$ cat config.mk
export PLATFORM = sky130hd
export DESIGN_NAME = fetch_unit_flat
export DESIGN_NICKNAME = d
export VERILOG_FILES = /design/src/rtl/fetch_unit_if.sv /design/src/rtl/fetch_unit.sv /design/src/flat_wrapper.sv
export SDC_FILE = /design/constraint.sdc
export NUM_CORES = 1
export LEC_CHECK = 0
export CORE_MARGIN = 2
export CORE_UTILIZATION = 37
export CTS_CLUSTER_DIAMETER = 150
export CTS_CLUSTER_SIZE = 12
export DETAILED_ROUTE_END_ITERATION = 8
export GPL_ROUTABILITY_DRIVEN = 0
export PLACE_DENSITY = 0.68
export SLEW_MARGIN = 20
export SYNTH_ARGS = -nofsm -noshare
export SYNTH_HDL_FRONTEND = slang
export SYNTH_SLANG_ARGS = --single-unit
$ cat constraint.sdc
create_clock -name clk -period 2.6 [get_ports clk]
set_input_delay 0.26 -clock clk [delete_from_list [all_inputs] [get_ports clk]]
set_output_delay 0.26 -clock clk [all_outputs]
set_load 0.1 [all_outputs]
$ cat src/rtl/fetch_unit_if.sv
// Instruction-memory request/response channel between the fetch unit and memory.
interface fetch_unit_if #(
  parameter int unsigned ADDR_WIDTH = 32
);
  logic                  req_valid;
  logic                  req_ready;
  logic [ADDR_WIDTH-1:0] req_addr;
  logic                  rsp_valid;
  logic [31:0]           rsp_data;
  logic                  rsp_error;

  modport master (
    output req_valid,
    output req_addr,
    input  req_ready,
    input  rsp_valid,
    input  rsp_data,
    input  rsp_error
  );

  modport slave (
    input  req_valid,
    input  req_addr,
    output req_ready,
    output rsp_valid,
    output rsp_data,
    output rsp_error
  );
endinterface

$ cat src/rtl/fetch_unit.sv
// Single-outstanding instruction fetch unit: issues word fetches, packs {error, pc, instr}
// into a one-entry output register, and handles redirects/flushes of in-flight requests.
module fetch_unit #(
  parameter int unsigned           ADDR_WIDTH = 32,
  parameter logic [ADDR_WIDTH-1:0] RESET_PC   = '0
) (
  input  logic                  clk,
  input  logic                  rst,
  fetch_unit_if.master          mem,
  input  logic                  redirect_i,
  input  logic [ADDR_WIDTH-1:0] redirect_pc_i,
  input  logic                  full,
  output logic [ADDR_WIDTH+32:0] data_o,
  output logic                  valid_o
);
  localparam int unsigned DATA_W = ADDR_WIDTH + 33;

  typedef enum logic [1:0] {
    IDLE  = 2'd0,
    WAIT  = 2'd1,
    FLUSH = 2'd2,
    HALT  = 2'd3
  } state_e;

  state_e                state_q;
  logic [ADDR_WIDTH-1:0] pc_q;
  logic [ADDR_WIDTH-1:0] req_pc_q;
  logic [DATA_W-1:0]     data_q;
  logic                  valid_q;

  logic [ADDR_WIDTH-1:0] pc_inc_d;
  logic [ADDR_WIDTH-1:0] redirect_pc_d;
  logic                  slot_free_c;
  logic                  req_valid_c;
  logic                  handshake_c;

  // Only issue when the eventual response is guaranteed a free output slot.
  assign slot_free_c   = !valid_q || !full;
  assign req_valid_c   = !rst && (state_q == IDLE) && !redirect_i && slot_free_c;
  assign handshake_c   = req_valid_c && mem.req_ready;
  assign pc_inc_d      = pc_q + ADDR_WIDTH'(4);
  assign redirect_pc_d = {redirect_pc_i[ADDR_WIDTH-1:2], 2'b00};

  assign mem.req_valid = req_valid_c;
  assign mem.req_addr  = pc_q;
  assign data_o        = data_q;
  assign valid_o       = valid_q;

  always_ff @(posedge clk) begin
    if (rst) begin
      state_q  <= IDLE;
      pc_q     <= RESET_PC;
      req_pc_q <= '0;
      data_q   <= '0;
      valid_q  <= 1'b0;
    end else if (redirect_i) begin
      pc_q    <= redirect_pc_d;
      valid_q <= 1'b0;
      // An outstanding request must have its stale response swallowed in FLUSH.
      unique case (state_q)
        WAIT:    state_q <= mem.rsp_valid ? IDLE : FLUSH;
        FLUSH:   state_q <= mem.rsp_valid ? IDLE : FLUSH;
        default: state_q <= IDLE;
      endcase
    end else begin
      if (valid_q && !full) begin
        valid_q <= 1'b0;
      end
      unique case (state_q)
        IDLE: begin
          if (handshake_c) begin
            req_pc_q <= pc_q;
            pc_q     <= pc_inc_d;
            state_q  <= WAIT;
          end
        end
        WAIT: begin
          if (mem.rsp_valid) begin
            valid_q <= 1'b1;
            data_q  <= {mem.rsp_error, req_pc_q, mem.rsp_data};
            state_q <= mem.rsp_error ? HALT : IDLE;
          end
        end
        FLUSH: begin
          if (mem.rsp_valid) begin
            state_q <= IDLE;
          end
        end
        default: state_q <= HALT;
      endcase
    end
  end
endmodule

$ cat src/flat_wrapper.sv
// flat-port wrapper written by rule: the top's interface ports become plain ports
module fetch_unit_flat 
#(
  parameter int unsigned           ADDR_WIDTH = 32,
  parameter logic [ADDR_WIDTH-1:0] RESET_PC   = '0
)
  (clk, rst, redirect_i, redirect_pc_i, full, data_o, valid_o, mem_req_valid, mem_req_addr, mem_req_ready, mem_rsp_valid, mem_rsp_data, mem_rsp_error);
  fetch_unit_if #(.ADDR_WIDTH(ADDR_WIDTH)) mem_i ();
  input  logic clk;
  input  logic rst;
  input  logic redirect_i;
  input  logic [ADDR_WIDTH-1:0] redirect_pc_i;
  input  logic full;
  output logic [ADDR_WIDTH+32:0] data_o;
  output logic valid_o;
  output wire logic [$bits(mem_i.req_valid)-1:0] mem_req_valid;
  output wire logic [$bits(mem_i.req_addr)-1:0] mem_req_addr;
  input wire logic [$bits(mem_i.req_ready)-1:0] mem_req_ready;
  input wire logic [$bits(mem_i.rsp_valid)-1:0] mem_rsp_valid;
  input wire logic [$bits(mem_i.rsp_data)-1:0] mem_rsp_data;
  input wire logic [$bits(mem_i.rsp_error)-1:0] mem_rsp_error;
  assign mem_req_valid = mem_i.req_valid;
  assign mem_req_addr = mem_i.req_addr;
  assign mem_i.req_ready = mem_req_ready;
  assign mem_i.rsp_valid = mem_rsp_valid;
  assign mem_i.rsp_data = mem_rsp_data;
  assign mem_i.rsp_error = mem_rsp_error;
  fetch_unit #(.ADDR_WIDTH(ADDR_WIDTH), .RESET_PC(RESET_PC)) u_core (.clk(clk), .rst(rst), .mem(mem_i), .redirect_i(redirect_i), .redirect_pc_i(redirect_pc_i), .full(full), .data_o(data_o), .valid_o(valid_o));
endmodule
**After elaboration in Yosys (flattened, before gate mapping)**

Index checks and enable logic that the tools add are counted.
W data, S select, Z words.

- Add/sub/neg operators: 1
- Reduce and logical (&&, ||, !) cells: 20
- Multiplexer cells: 14
- Equal/unequal tests: 5
- Bitwise logic cells: 1

Operator list:

| cell | count |
|---|---|
| $mux W32 | 3 |
| $add A32 B3 Y32 const B | 1 |
| $mux W2 | 7 |
| $reduce_and A3 Y1 | 3 |
| $ne A3 B3 Y1 const B | 2 |
| $pmux W2 S3 | 1 |
| $logic_and A1 B1 Y1 | 5 |
| $logic_not A1 Y1 | 4 |
| $reduce_and A2 Y1 | 2 |
| $reduce_bool A2 Y1 | 2 |
| $reduce_or A2 Y1 | 2 |
| $mux W1 | 3 |
| $ne A3 B2 Y1 const B | 1 |
| $eq A2 B1 Y1 const B | 1 |
| $eq A2 B2 Y1 const B | 1 |
| $logic_not A2 Y1 | 1 |
| $logic_or A1 B1 Y1 | 1 |
| $not A1 Y1 | 1 |

- Logic and storage cells: 47
- Output and inout port bits: 99
- Input bits: 71
- Flip-flop bits (word level): 132

**Longest topological paths before layout**

- Depth in word-level cells: 8
- Depth in mapped cells: 9
- Gate-level depth less buffers: 7

**Least setup slack after synthesis**

No wires, ideal clock.

- Path type: reg-to-reg
- Start point: register u_core.pc_q[13] (netlist: u_core.mem.req_addr[13])
- End point: register u_core.pc_q[19] (netlist: u_core.mem.req_addr[19])
- Cell stages (with the launch flop): 7
- Data arrival time: 2.626 ns
- Setup slack: -0.112 ns
- Setup time: 0.086 ns
- Clock period less this slack: 2.712 ns
- Buffers on the path: 1
- Data required time: 2.514 ns
- Cells stage by stage: dfxtp_1 -> and4_1 -> or4b_2 -> clkbuf_1 -> nor3_1 -> xnor2_1 -> a211oi_1

- Cells in the longest elaborated chain, start to end: 4

RTL lines:

| element | line | RTL |
|---|---|---|
| start: declaration | fetch_unit.sv:26 | `logic [ADDR_WIDTH-1:0] pc_q;` |
| start signal: assignment | fetch_unit.sv:57 | `pc_q <= redirect_pc_d;` |
| start signal: assignment | fetch_unit.sv:73 | `pc_q <= pc_inc_d;` |
| $add A32 B3 Y32 | fetch_unit.sv:41 | `assign pc_inc_d = pc_q + ADDR_WIDTH'(4);` |
| $mux W32 | fetch_unit.sv:71 | `if (handshake_c) begin` |
| $mux W32 | fetch_unit.sv:69 | `unique case (state_q)` |
| $mux W32 | fetch_unit.sv:56 | `end else if (redirect_i) begin` |

No other way between the ends. The select of a mux whose other input is x is not followed.
A chain may end at the register's enable or synchronous reset.

**Worst setup path after layout**

- Start point: register u_core.state_q[0]
- End point: register u_core.pc_q[11] (netlist: u_core.mem.req_addr[11])

- Cells in the longest elaborated chain, start to end: 7
- Elaborated cells between the ends (all ways): 8
- Those cells by class: 8 x reduce/logical

RTL lines:

| element | line | RTL |
|---|---|---|
| start: declaration | fetch_unit.sv:25 | `state_e state_q;` |
| start signal: assignment | fetch_unit.sv:61 | `WAIT: state_q <= mem.rsp_valid ? IDLE : FLUSH;` |
| start signal: assignment | fetch_unit.sv:62 | `FLUSH: state_q <= mem.rsp_valid ? IDLE : FLUSH;` |
| start signal: assignment | fetch_unit.sv:81 | `state_q <= mem.rsp_error ? HALT : IDLE;` |
| $logic_not A2 Y1 * | fetch_unit.sv:39, fetch_unit.sv:69 |  |
| $logic_and A1 B1 Y1 (3 in series) | fetch_unit.sv:39 | `assign req_valid_c = !rst && (state_q == IDLE) && !redirect_i && slot_free_c;` |
| $logic_and A1 B1 Y1 | fetch_unit.sv:40 | `assign handshake_c = req_valid_c && mem.req_ready;` |
| $reduce_bool A2 Y1 (no line) | n/a |  |
| $reduce_and A2 Y1 (no line) * | n/a |  |

Every way passes the cells marked *; elsewhere a longest branch is shown, timed or not.

==> impl_metrics.json <==
{
  "htree_levels": 4,
  "ys_seq_area_share_pct": 48.5,
  "dr.pass1.iters": 5,
  "finalCritPeriodShare_pct": 90.5,
  "overflow": 0,
  "synth_cell_types": 48,
  "crit_slowest_cell": "or4_1",
  "fp.coreArea_mm2": 0.0138,
  "synthMuxAreaShare_pct": 0.602,
  "synth_top_family_by_area": "simple AND/OR/NAND/NOR gates",
  "cts_tree": "built",
  "ys_top_cells_by_area": "dfxtp_1, nand2_1, a21oi_1, nand3b_1, clkbuf_1",
  "synthAdderAreaFrac_pct": 1.20,
  "crit_chain": "inv_1, ha_1, a21bo_2, or3_2, or2_4, or4_1, a31oi_1",
  "yosysWarnings": 0,
  "clk_latency_ps": 410,
  "synth-edff-count": 0,
  "required_ps": 2940,
  "syn-instance-count": 655,
  "dieWidth_um": 123,
  "critical-path-top-delay-family": "simple AND/OR/NAND/NOR gates",
  "io_pins": 170,
  "hold_buffers": 0,
  "dp_hpwl_um": 10100,
  "syn_avg_cell_area_um2": 7.94,
  "yosys.cell_count.top_type": "nand2_1",
  "tightest_slew_ps": 678,
  "avgRoutedWirePerCell_um": 14.5,
  "period_needed_ps": 2350,
  "postCtsSetupBuffers": 0,
  "synth-compound-area-share_pct": 15.1,
  "hold_viol": 0,
  "path_clk_slew_ps": 50,
  "synth_area_mm2": 0.00520,
  "finClkSkew_ps": 6.31,
  "cap_violations": 0,
  "grt_max_degree": 68,
  "hp-class": "input port to flop",
  "drive_gt1_share_pct": 19.3,
  "clockBufferDepth": 2,
  "ant_nets": 0,
  "crit_path_max_incr_delay_ps": 510,
  "ys_seq_elements": 126,
  "report.final.slew_viol_count": 0,
  "async_reset_ff_share_pct": 0,
  "drc": 0,
  "final.setup.tns_ps": 0,
  "status": "complete, no violations",
  "rows": 43,
  "drtIter0Drc": 248,
  "yosys.area_share.simple_pct": 26.7,
  "antenna_cells": 0,
  "grt_setup_unrepaired": "false",
  "synth_xor_area_share_pct": 2.86,
  "clock-sinks": 126,
  "port_buffers": 163,
  "die_h_um": 123,
  "root_buffer": "clkbuf_16",
  "crit_path_end_kind": "flop",
  "synthFlopType": "dfxtp_1",
  "fin_util_pct": 53.8,
  "slew_headroom_pct": 54.8,
  "track_usage_pct": 19.6,
  "fmax_mhz": 425,
  "arrival_ps": 2690,
  "antenna_found_initial": 0,
  "synthToLayoutAreaGrowth_pct": 43.2,
  "worstSetupPathType": "flop to flop",
  "routed_wl_um": 14500,
  "worst-path-buf-inv": 1,
  "synthDominantCellAreaShare_pct": 48.5,
  "yosysTopAreaCell": "dfxtp_1",
  "grt_pass1_wl_um": 23000,
  "yosys-top-cells-count": "nand2_1, dfxtp_1, a21oi_1",
  "startpoint_type": "flop",
  "num-nets-final": 881,
  "cts_buffers": 17,
  "via_per_inst": 5.06,
  "post_cts_resized": 0,
  "die-area_mm2": 0.0150,
  "power.leakage_nw": 2.86,
  "power.density_mw_per_mm2": 709,
  "setup_viol": 0,
  "path_max_fanout": 6,
  "ir_worst_vdd_uv": 412,
  "fill_cells": 1307,
  "vias": 5047,
  "start_util_pct": 37.6,
  "grt_pass1_vias": 4583
}
per-layer routing:
layer / up-vias / GRT usage, % / routed length (µm)
met2: 184 / 30.1 / 6440
li1: 2528 / - / -
met4: 0 / 8.33 / 244
met1: 2318 / 26.2 / 6810
met5: - / 0 / 0
met3: 17 / 4.74 / 976
worst reg2reg max path: stages, from the launching register on:
cell,delay (ps)
dfxtp_1,330
inv_1,120
ha_1,180
a21bo_2,240
or3_2,430
or2_4,290
or4_1,520
a31oi_1,170
where the power goes:
| group | internal, mW | switching (mW) |
|---|---|---|
| registers | 1.99 | 0.0635 |
| logic | 0.230 | 0.501 |
| clock network | 1.70 | 0.791 |
| total | 3.92 | 1.36 |
cell type report:
type | instances | area (µm²) | share of cell area [%]
clock buffers | 25 | 495 | 6.66
repair buffers | 179 | 1570 | 21.1
well taps | 180 | 225 | 3.03
flip-flops and latches | 126 | 2530 | 34.1
clock inverters | 6 | 130 | 1.75
multi-input cells | 470 | 2450 | 32.9
inverters | 11 | 41.3 | 0.555
placed cells by master, fill, tap and decap left out, types with 4 or more instances in the layout:
| cell type | instances |
|---|---|
| nand2_1 | 198 |
| dfxtp_1 | 116 |
| buf_4 | 108 |
| a21oi_1 | 87 |
| clkdlybuf4s50_1 | 67 |
| nand3b_1 | 25 |
| xnor2_1 | 17 |
| clkbuf_16 | 17 |
| nor2_1 | 15 |
| nor3_1 | 14 |
| a31oi_1 | 12 |
| inv_1 | 10 |
| nand3_1 | 10 |
| o22ai_1 | 10 |
| dfxtp_2 | 10 |
| and2_1 | 8 |
| o21ai_0 | 7 |
| nand4_1 | 6 |
| a211oi_1 | 6 |
| o311ai_0 | 5 |
| nor4_1 | 5 |
| ha_1 | 5 |
| conb_1 | 4 |
| clkbuf_1 | 4 |
| bufinv_16 | 4 |
| clkbuf_8 | 4 |
sequential cells by signal, indices dropped and copies added (netlist names):
register and flops:
u_core.state_q 2, u_core.mem.req_addr 30, u_core.data_o 63, u_core.req_pc_q 30
u_core.valid_o 1
path summary, 6_finish.rpt:
kind / from / endpoint / slack, ps / depth (start not counted)
worst min-delay path: rst / u_core.state_q[0] / 360 / 4
worst min register to register: u_core.req_pc_q[9] / u_core.data_o[41] / 450 / 2
worst max-delay path: u_core.state_q[0] / u_core.mem.req_addr[11] / 250 / 7
worst max register to register: u_core.state_q[0] / u_core.mem.req_addr[11] / 250 / 7
cells by family (layout without fill, tap and decap cells):
family                   after synthesis  count (layout)
other                                  1               4
flip-flops                           126             126
AO/OA/AOI/OAI                        138             138
AND/OR/NAND/NOR                      303             303
XOR/XNOR                              17              17
adder cells (fa/ha/maj)                5               5
multiplexers                           3               3
buffers and inverters                 62             221
metrics by stage:
step	cell area, µm²	std cells	worst slack (ps)	power [mW]	hold WS, ps
after floorplan	5220	658	4.31	2.58	396
after global placement	6790	965	13.5	2.81	440
after detailed placement	6790	965	4.23	2.82	445
after CTS	7410	996	235	5.34	339
after global routing	7440	997	137	5.48	373
final	7440	997	248	5.27	359
Power figures use the tool's default switching activity.
